**src/rtl/sfixed_fifo_drain.sv**
```systemverilog
// Drains an accumulating fifo one word at a time, adds a bias, applies an
// optional ReLU, rescales to a narrower signed fixed-point format with
// saturation and hands each word downstream over a valid/ready handshake.
module sfixed_fifo_drain #(
  parameter int unsigned INT_WIDTH      = 16,
  parameter int unsigned FRAC_WIDTH     = 16,
  parameter int unsigned FIFO_DEPTH     = 128,
  parameter int unsigned OUT_INT_WIDTH  = 8,
  parameter int unsigned OUT_FRAC_WIDTH = 8,
  parameter bit          RELU_EN        = 1'b1
) (
  input  logic                                    clk,
  input  logic                                    reset,
  input  logic                                    start,
  input  logic                                    layer_nr,
  input  logic [INT_WIDTH+FRAC_WIDTH-1:0]         bias,
  input  logic [INT_WIDTH+FRAC_WIDTH-1:0]         fifo_data,
  output logic                                    fifo_write_en,
  output logic [INT_WIDTH+FRAC_WIDTH-1:0]         fifo_data_in,
  output logic                                    m_valid,
  input  logic                                    m_ready,
  output logic [OUT_INT_WIDTH+OUT_FRAC_WIDTH-1:0] m_data,
  output logic                                    busy,
  output logic                                    done
);

  localparam int unsigned W          = INT_WIDTH + FRAC_WIDTH;
  localparam int unsigned OW         = OUT_INT_WIDTH + OUT_FRAC_WIDTH;
  localparam int unsigned Shift      = FRAC_WIDTH - OUT_FRAC_WIDTH;
  localparam int unsigned SmallDepth = 25;
  localparam int unsigned MaxDepth   = (FIFO_DEPTH > SmallDepth) ? FIFO_DEPTH : SmallDepth;
  localparam int unsigned CntW       = $clog2(MaxDepth + 1);

  // Saturation bounds of the output format, sign-extended to the sum width.
  localparam logic signed [W:0] OutMax = {{(W + 2 - OW){1'b0}}, {(OW - 1){1'b1}}};
  localparam logic signed [W:0] OutMin = {{(W + 2 - OW){1'b1}}, {(OW - 1){1'b0}}};

  typedef enum logic [1:0] {StIdle, StFetch, StSend, StFinish} state_e;

  state_e          state_q, state_d;
  logic [CntW-1:0] cnt_q, cnt_d;
  logic [CntW-1:0] depth_q, depth_d;
  logic [W-1:0]    bias_q, bias_d;
  logic [OW-1:0]   data_q, data_d;

  logic signed [W:0] sum;
  logic signed [W:0] relu_sum;
  logic signed [W:0] shifted;
  logic [OW-1:0]     sat;

  // Datapath: bias add, optional ReLU, floor rescale, saturate.
  always_comb begin
    sum      = $signed({fifo_data[W-1], fifo_data}) + $signed({bias_q[W-1], bias_q});
    relu_sum = (RELU_EN && sum[W]) ? '0 : sum;
    shifted  = relu_sum >>> Shift;
    if (shifted > OutMax) begin
      sat = OutMax[OW-1:0];
    end else if (shifted < OutMin) begin
      sat = OutMin[OW-1:0];
    end else begin
      sat = shifted[OW-1:0];
    end
  end

  // Next-state logic for the drain sequencer and its registers.
  always_comb begin
    state_d = state_q;
    cnt_d   = cnt_q;
    depth_d = depth_q;
    bias_d  = bias_q;
    data_d  = data_q;
    unique case (state_q)
      StIdle: begin
        if (start) begin
          depth_d = layer_nr ? CntW'(FIFO_DEPTH) : CntW'(SmallDepth);
          bias_d  = bias;
          cnt_d   = '0;
          state_d = StFetch;
        end
      end
      StFetch: begin
        // The fifo steps its index on this same edge, so capture the word now.
        data_d  = sat;
        cnt_d   = cnt_q + CntW'(1);
        state_d = StSend;
      end
      StSend: begin
        if (m_ready) begin
          state_d = (cnt_q == depth_q) ? StFinish : StFetch;
        end
      end
      StFinish: begin
        state_d = StIdle;
      end
      default: begin
        state_d = StIdle;
      end
    endcase
  end

  // State and datapath registers with asynchronous active-low reset.
  always_ff @(posedge clk or negedge reset) begin
    if (!reset) begin
      state_q <= StIdle;
      cnt_q   <= '0;
      depth_q <= CntW'(SmallDepth);
      bias_q  <= '0;
      data_q  <= '0;
    end else begin
      state_q <= state_d;
      cnt_q   <= cnt_d;
      depth_q <= depth_d;
      bias_q  <= bias_d;
      data_q  <= data_d;
    end
  end

  // Writing zero back keeps the accumulated fifo contents intact (x + 0).
  assign fifo_data_in  = '0;
  assign fifo_write_en = (state_q == StFetch);
  assign m_valid       = (state_q == StSend);
  assign m_data        = data_q;
  assign busy          = (state_q != StIdle);
  assign done          = (state_q == StFinish);

endmodule

```
**config.mk**
```make
export PLATFORM = sky130hd
export DESIGN_NAME = sfixed_fifo_drain
export DESIGN_NICKNAME = d
export VERILOG_FILES = /design/src/rtl/sfixed_fifo_drain.sv
export SDC_FILE = /design/constraint.sdc
export NUM_CORES = 1
export LEC_CHECK = 0
export BUFFER_PORTS_ARGS = -buffer_cell sky130_fd_sc_hd__buf_2
export CORE_ASPECT_RATIO = 1.2
export CORE_MARGIN = 5
export CORE_UTILIZATION = 45
export DETAILED_ROUTE_END_ITERATION = 8
export PLACE_DENSITY = 0.69
export SLEW_MARGIN = 40
export SYNTH_ARGS = -nofsm -noshare
export SYNTH_HDL_FRONTEND = slang
export SYNTH_SLANG_ARGS = --single-unit
```
**constraint.sdc**
```tcl
create_clock -name clk -period 3.45 [get_ports clk]
set_input_delay 0.69 -clock clk [delete_from_list [all_inputs] [get_ports clk]]
set_output_delay 0.69 -clock clk [all_outputs]
set_load 0.1 [all_outputs]
```
==> results of run 1 <==
==> sequential cells by signal, summed over array words and instances, names as in the netlist <==
| name | flops |
|---|---|
| bias_q | 32 |
| m_data | 16 |
| cnt_q | 8 |
| depth_q | 2 |
| state_q | 2 |
==> synth_stat cells (4+ instances only) <==
cell,n
a211oi_1,6
a21o_1,10
a21oi_1,35
a311oi_1,15
a31oi_1,4
and2_1,6
and3_1,9
buf_2,5
buf_4,34
buf_6,9
clkbuf_1,11
dfrtp_1,59
ha_1,32
inv_1,8
nand2_1,145
nand3_1,11
nand4_1,10
nor2_1,53
nor3b_1,7
o211a_1,4
o211ai_1,7
o21a_1,6
o21ai_0,23
or3_1,4
xnor2_1,13
xor2_1,5
==> path summary, 6_finish.rpt <==
path | to | slack (ps)
max in group asynchronous | cnt_q[6]$_DFFE_PN0P_ | 2440
setup reg to reg | m_data[7]$_DFFE_PN0P_ | 360
min in group clk | bias_q[31]$_DFFE_PN0P_ | 480
hold / removal | bias_q[29]$_DFFE_PN0P_ | 380
hold reg to reg | bias_q[31]$_DFFE_PN0P_ | 480
setup / recovery | m_data[7]$_DFFE_PN0P_ | 280
==> report_power, final <==
part | total [mW] | internal [mW] | switching [mW]
sequential | 1.19 | 1.01 | 0.184
combinational | 4.31 | 1.46 | 2.85
clock | 0.968 | 0.633 | 0.335
==> final cells by class <==
type | count | area [um2] | area share, %
Inverter | 8 | 30.03 | 0.5293
Sequential cell | 60 | 1503 | 26.49
Clock inverter | 6 | 87.58 | 1.544
Multi-Input combinational cell | 495 | 2954 | 52.07
Timing Repair Buffer | 120 | 708.2 | 12.48
Tap cell | 129 | 161.4 | 2.845
Clock buffer | 10 | 229.0 | 4.036
==> per-stage QoR <==
stage          TNS (ps)  setup WS [ps]  hold WS [ps]  instance area (um2)  cells
6_report              0          277.1         376.3                 5673    828
4_1_cts               0          330.7         390.0                 5673    828
3_3_place_gp      -1308         -89.35         462.6                 5351    812
5_1_grt               0          91.56         439.1                 5673    828
2_1_floorplan         0          257.3         394.4                 4927    625
3_5_place_dp     -45.74         -25.96         467.2                 5356    812
==> per-layer routing <==
layer	global-route usage [%]	routed length [um]
met5	0	0
met4	8.340	295
met3	4.282	729
met2	35.50	6383
met1	25.48	5538
==> cell families (layout without fill, tap and decap cells) <==
group                    count (synthesis)  count (layout)  share of synthesized area [%]
AND/OR/NAND/NOR                        264             264                          24.50
AO/OA/AOI/OAI                          145             145                          21.69
buffers and inverters                   70             144                          9.831
flip-flops                              60              60                          31.24
adder cells (fa/ha/maj)                 32              32                          8.322
XOR/XNOR                                19              19                          3.615
multiplexers                             3               3                         0.7281
other                                    1              32                        0.07795
==> worst max-delay path, delay by kind of cell <==
family,cells,cell delay [ps]
buffers and inverters,2,260
adder cells (fa/ha/maj),1,390
AO/OA/AOI/OAI,7,1970
AND/OR/NAND/NOR,1,80
==> results.toml, run 1 <==
[status]
status = "completed"

[logic_synthesis]
synth_top_area_share_pct = 30.69
postSynthCellCount = 594
synth_area_leaders = "dfrtp_1 31%, nand2_1 11%, ha_1 8.3%"
ys_dominant_reg_cell = "dfrtp_1"
synth_edf_count = 0
synthDistinctLibCells = 66
async_flop_share_pct = 100.0
ys_warn_count = 0
synth_area_um2 = 4811
syn_area_per_cell_um2 = 8.099
yosys.area.top_type = "dfrtp_1"
yosysSeqAreaShare_pct = 31.24
synth-seq-cells = 60

[floorplanning]
die_x_um = 104.4
start_util_pct = 45.75
num_io_pins = 121
rows = 41
die_area_um2 = 12870
core_area_um2 = 10520
die_h_um = 123.3

[cells_and_area]
antenna_cells = 0
final_common_cell = "nand2_1"
drive_gt1_share_pct = 21.32
syn_to_final_growth_pct = 17.92
final_cell_mix = "145 x nand2_1, 87 x buf_2, 59 x dfrtp_1"
nets = 795
utilization_pct = 53.94
fillers = 1018

[critical_path]
max_stage_delay_ps = 400
cp-end-kind = "flip-flop"
crit_path_top_delay_cell = "a311o_1"
worstPathArrival_ps = 3400
r2r.worst_path.cells = 10
worstSetupPathType = "primary input to flip-flop"
reg2reg_from = "bias_q[12]$_DFFE_PN0P_"
crit_start = "fifo_data[12]"
required_ps = 3680
crit_fanout = 15
crit_chain = "buf_2 -> ha_1 -> a21o_1 -> a311o_1 -> a211oi_2 -> o211ai_1 -> o211a_1 -> o22ai_1 -> nor4_4 -> buf_12 -> a311oi_1"
startpoint_type = "primary input"

[sta]
min_period_ps = 3173
hold_violations = 0
drv_slew = 0
skew_ps = 11.38
rsz0062_at_grt = "false"
finalSetupViolations = 0
clock.fmax_ghz = 0.3152
fin_crit_sh_pct = 91.97
worstMarginPinSlew_ps = 628.6
slew_headroom_pct = 58.05

[drt]
dr_total_vias = 4540
firstDrtPassIters = 4
drc = 0
vias_per_cell = 5.483
ant_nets = 0
drt_wl_total_um = 12950
post_drt_wl_per_cell_um = 15.63
drt_iter0_drc = 218

[cts]
clk-insertion-delay-late_ps = 340
cts_sinks = 60
clk_pin_slew_ps = 60
post_cts_buffers = 0
htreeDepth = 3
cts_made_buffers = 9
postCtsHoldBufs = 0
cts_buffer_depth = 2
cts_tree = "yes"
post_cts_resized = 0
cts-root-buf = "clkbuf_16"

[power]
p_leak_nw = 2.833
power_density_nw_per_um2 = 1140
p_total_mw = 6.469
peakVddDrop_v = 0.0005086

[placed_design]
dp_hpwl_um = 10140
gp_congestion = 0.9579
port_buffers = 88

[grt]
grt_max_degree = 49
antenna_found_initial = 0
grt_pass1_wl_um = 21660
grt_pass1_vias = 4537
track_usage_pct = 20.69
grt_remaining_overflow = 0

[worst_hold_path]
hold_class = "primary input to async pin"

[job]
maxCapViolations = 0
Power figures use the tool's default switching activity.
==> run 2: changes to the inputs <==
CTS_BUF_LIST = sky130_fd_sc_hd__clkbuf_16   (was default)
CTS_CLUSTER_SIZE = 24   (was default)
==> results.toml, run 2 (synthesized netlist as in run 1, its figures left out) <==
[sta]
worstMarginPinSlew_ps = 592.2
hold_violations = 0
skew_ps = 10.63
fin_crit_sh_pct = 91.98
min_period_ps = 3173
drv_slew = 0
finalSetupViolations = 0
rsz0062_at_grt = "false"
slew_headroom_pct = 59.50
holdWs_ps = 371.7
clock.fmax_ghz = 0.3151
layout_setup_ws_ps = 276.8

[grt]
grt_use_met1_pct = 25.48
use_met3_pct = 4.282
grt_pass1_vias = 4537
grt.busiest_layer = "met2"
grt_max_degree = 49
grt_pass1_wl_um = 21660
antenna_found_initial = 0
grt_remaining_overflow = 0
track_usage_pct = 20.69
gr-usage-met2_pct = 35.50

[cells_and_area]
antenna_cells = 0
utilization_pct = 53.94
regMostFlops = "bias_q"
final_cell_mix = "145 x nand2_1, 87 x buf_2, 59 x dfrtp_1"
fillers = 1018
syn_to_final_growth_pct = 17.92
nets = 795
largest_reg_flops = 32
drive_gt1_share_pct = 21.32
final_common_cell = "nand2_1"

[critical_path]
worstSetupPathType = "primary input to flip-flop"
crit_fanout = 15
startpoint_type = "primary input"
required_ps = 3680
worstPathArrival_ps = 3400
cp-end-kind = "flip-flop"

[floorplanning]
die_h_um = 123.3
die_area_um2 = 12870
die_x_um = 104.4
start_util_pct = 45.75
core_area_um2 = 10520
rows = 41
num_io_pins = 121

[power]
power_density_nw_per_um2 = 1139
p_leak_nw = 2.837
peakVddDrop_v = 0.0005083

[drt]
drt_wl_total_um = 12920
ant_nets = 0
dr_total_vias = 4522
drt_iter0_drc = 217
vias_per_cell = 5.461
drc = 0
post_drt_wl_per_cell_um = 15.60
firstDrtPassIters = 4

[cts]
cts_tree = "yes"
clk-insertion-delay-late_ps = 340
clk_pin_slew_ps = 60
post_cts_resized = 0
post_cts_buffers = 0
htreeDepth = 3
cts_made_buffers = 9
cts-root-buf = "clkbuf_16"
cts_buffer_depth = 2
postCtsHoldBufs = 0
cts_sinks = 60

[placed_design]
gp_congestion = 0.9579
pre_cts_slack_ps = -25.96
port_buffers = 88
dp_hpwl_um = 10140

[job]
maxCapViolations = 0

[status]
status = "completed"

[worst_hold_path]
hold_class = "primary input to async pin"
## run 2: cell types whose count changed in the layout (fill, tap and decap cells not counted)
| cell | delta |
|---|---|
| inv_1 | +1 |
| clkbuf_1 | -1 |
## run 2: routing by layer
layer  vias to the layer above  part of all wire [%]
met4                         0                   2.1
met1                      2117                    43
li1                       2263                     -
met2                       119                    50
met5                         -                     0
met3                        23                   5.6
## run 2: report_power, final
part	internal, mW	leakage (nW)	total [mW]	switching, mW
Clock	0.630	0.161	0.964	0.334
Sequential	1.01	0.726	1.19	0.184
Combinational	1.46	1.95	4.31	2.85
Total	3.09	2.84	6.46	3.37
## run 2: worst paths after layout
kind                                   startpoint                endpoint  slack, ps  cells after the start
setup / recovery                    fifo_data[12]   m_data[7]$_DFFE_PN0P_        280                     11
hold / removal                              reset  state_q[0]$_DFFE_PN0P_        370                      1
setup reg to reg           bias_q[12]$_DFFE_PN0P_   m_data[7]$_DFFE_PN0P_        360                     10
hold reg to reg            bias_q[31]$_DFFE_PN0P_  bias_q[31]$_DFFE_PN0P_        480                      2
max in group asynchronous                   reset    cnt_q[6]$_DFFE_PN0P_       2430                      2
min in group clk           bias_q[31]$_DFFE_PN0P_  bias_q[31]$_DFFE_PN0P_        480                      2
## run 2: final cells by class
type / instances / area, um2 / area share, %
sequential: 60 / 1503 / 26.49
clock inverter: 7 / 91.34 / 1.610
inverter: 8 / 30.03 / 0.5293
tap: 129 / 161.4 / 2.845
clock buffer: 9 / 225.2 / 3.970
multi-input combinational: 495 / 2954 / 52.07
timing repair buffer: 120 / 708.2 / 12.48
## run 2: critical path: stages
cell	delay [ps]
buf_2	100
ha_1	390
a21o_1	260
a311o_1	400
a211oi_2	360
o211ai_1	190
o211a_1	160
o22ai_1	360
nor4_4	80
buf_12	160
a311oi_1	240
## run 2: through the flow
stage	power, mW	setup TNS (ps)	area (um2)	cells
2_1_floorplan	4.494	0	4927	625
3_3_place_gp	5.440	-1308	5351	812
3_5_place_dp	5.492	-45.74	5356	812
4_1_cts	6.487	0	5673	828
5_1_grt	6.951	0	5673	828
6_report	6.464	0	5673	828
==> run 3: changes to the inputs <==
ABC_AREA = 1   (was default)
CORE_UTILIZATION = 40   (was 45)
PLACE_DENSITY = default   (was 0.69)
==> results.toml, run 3 <==
[cts]
cts_buffer_depth = 2
clk_pin_slew_ps = 60
cts_tree = "yes"
cts_made_buffers = 9
htreeDepth = 3
postCtsHoldBufs = 0
post_cts_buffers = 0
post_cts_resized = 0
cts_sinks = 60
clk-insertion-delay-late_ps = 340
cts-root-buf = "clkbuf_16"

[cells_and_area]
regMostFlops = "bias_q"
final_cell_mix = "329 x nand2_1, 124 x inv_1, 87 x buf_2"
antenna_cells = 0
fillers = 1384
nets = 1000
drive_gt1_share_pct = 17.81
largest_reg_flops = 32
final_common_cell = "nand2_1"
fin_cells = 1068
syn_to_final_growth_pct = 15.03

[worst_hold_path]
hold_class = "primary input to async pin"

[logic_synthesis]
yosys.area.top_type = "dfrtp_1"
syn_area_per_cell_um2 = 6.363
synth_area_leaders = "dfrtp_1 29%, nand2_1 24%, inv_1 9.1%"
yosysSeqAreaShare_pct = 29.26
postSynthCellCount = 807
post-synth-top-count-cell = "nand2_1"
synth_edf_count = 0
synth_area_um2 = 5135
synth-seq-cells = 60
synthDistinctLibCells = 40
ys_dominant_reg_cell = "dfrtp_1"
async_flop_share_pct = 100.0
synth_commonest_cells = "329 x nand2_1, 124 x inv_1, 59 x dfrtp_1"
synth_top_area_share_pct = 28.75
ys_warn_count = 0

[sta]
slew_headroom_pct = 59.71
layout_setup_ws_ps = 924.1
hold_violations = 0
clock.fmax_ghz = 0.3959
drv_slew = 0
min_period_ps = 2526
skew_ps = 5.833
worstMarginPinSlew_ps = 603.5
setup_tns_ps = 0
fin_crit_sh_pct = 73.21
holdWs_ps = 338.4
rsz0062_at_grt = "false"
finalSetupViolations = 0

[critical_path]
required_ps = 3660
reg2reg_from = "bias_q[10]$_DFFE_PN0P_"
startpoint_type = "primary input"
crit_path_frequent_cell = "nand2_1"
cp-end-kind = "flip-flop"
crit_fanout = 15
max_stage_delay_ps = 370
crit_start = "fifo_data[10]"
crit_chain = "buf_2 -> ha_1 -> nand2_1 -> inv_1 -> nand2_1 -> clkinv_1 -> nand3_1 -> nand3b_1 -> nand2_1 -> nand2_1 -> nand2_1 -> nand2_1 -> o21ai_1 -> nand2_1 -> nor2_1 -> nand2_1 -> nand2_4 -> nand2_1"
worstSetupPathType = "primary input to flip-flop"
worstPathArrival_ps = 2740
crit_path_top_delay_cell = "ha_1"

[placed_design]
port_buffers = 88
place_inst = 1052
dp_hpwl_um = 10640
gp_congestion = 0.8927
pre_cts_slack_ps = 572.3

[status]
status = "completed"

[grt]
grt_pass1_wl_um = 21540
grt_remaining_overflow = 0
grt_pass1_vias = 4649
antenna_found_initial = 0
track_usage_pct = 17.58
grt_max_degree = 44

[drt]
drt_wl_total_um = 12970
dr_total_vias = 4819
drc = 0
firstDrtPassIters = 6
ant_nets = 0
vias_per_cell = 4.512
post_drt_wl_per_cell_um = 12.14
drt_iter0_drc = 209

[floorplanning]
num_io_pins = 121
die_h_um = 134.1
die_x_um = 113.4
rows = 45
core_area_um2 = 12610
start_util_pct = 40.71
die_area_um2 = 15210

[power]
p_leak_nw = 3.522
power_density_nw_per_um2 = 1036
p_total_mw = 6.119
peakVddDrop_v = 0.0006699

[job]
maxCapViolations = 0
[run 3: cell families (layout without fill, tap and decap cells)]
| kind of cell | Yosys count | after routing | share of synthesized area [%] |
|---|---|---|---|
| and+or+nand+nor | 454 | 454 | 37.23 |
| adders and majority gates | 32 | 32 | 7.797 |
| other | 1 | 32 | 0.07303 |
| xor gates and xnor gates | 17 | 17 | 2.900 |
| buffers and inverters | 175 | 241 | 15.38 |
| AOI/OAI and AO/OA | 68 | 68 | 7.359 |
| DFF | 60 | 60 | 29.26 |
[run 3: metal layers]
layer | vias up | GRT usage (%) | part of all wire, %
met4 | 0 | 4.943 | 1.4
met2 | 112 | 29.38 | 46
met5 | - | 0 | 0
li1 | 2578 | - | -
met1 | 2113 | 23.31 | 47
met3 | 16 | 3.159 | 6.1
[run 3: per-stage QoR]
step                      instance area [um2]  utilization [%]
after floorplan                          5251                -
after global placement                   5637            44.69
after detailed placement                 5639            44.71
after CTS                                5907            46.84
after global routing                     5907            46.84
final                                    5907            46.84
[run 3: power by group]
part | internal [mW] | switching, mW | total (mW)
sequential | 1.02 | 0.178 | 1.20
combinational | 1.14 | 2.96 | 4.10
clock | 0.481 | 0.335 | 0.816
total | 2.64 | 3.47 | 6.12
[run 3: critical path: cells and delay by family]
family	cells	cell delay, ps
fa+ha+maj	1	370
compound gates	1	120
simple gates	13	1310
buf+inv	3	250
[run 3: final timing paths]
path | end | slack, ps | cells after the start
max | m_data[2]$_DFFE_PN0P_ | 920 | 18
min | depth_q[7]$_DFFE_PN0P_ | 340 | 1
max reg2reg | m_data[2]$_DFFE_PN0P_ | 1010 | 17
min reg2reg | bias_q[1]$_DFFE_PN0P_ | 480 | 2
max in group asynchronous | bias_q[31]$_DFFE_PN0P_ | 2440 | 2
min in group clk | bias_q[1]$_DFFE_PN0P_ | 480 | 2
[run 3: final cells by class]
cell class | instances | area, um2 | area share (%)
clock inverter | 7 | 42.54 | 0.7202
inverter | 133 | 499.2 | 8.452
multi-input combinational | 603 | 2959 | 50.10
sequential | 60 | 1503 | 25.44
timing repair buffer | 92 | 473.0 | 8.007
tap | 164 | 205.2 | 3.474
clock buffer | 9 | 225.2 | 3.813
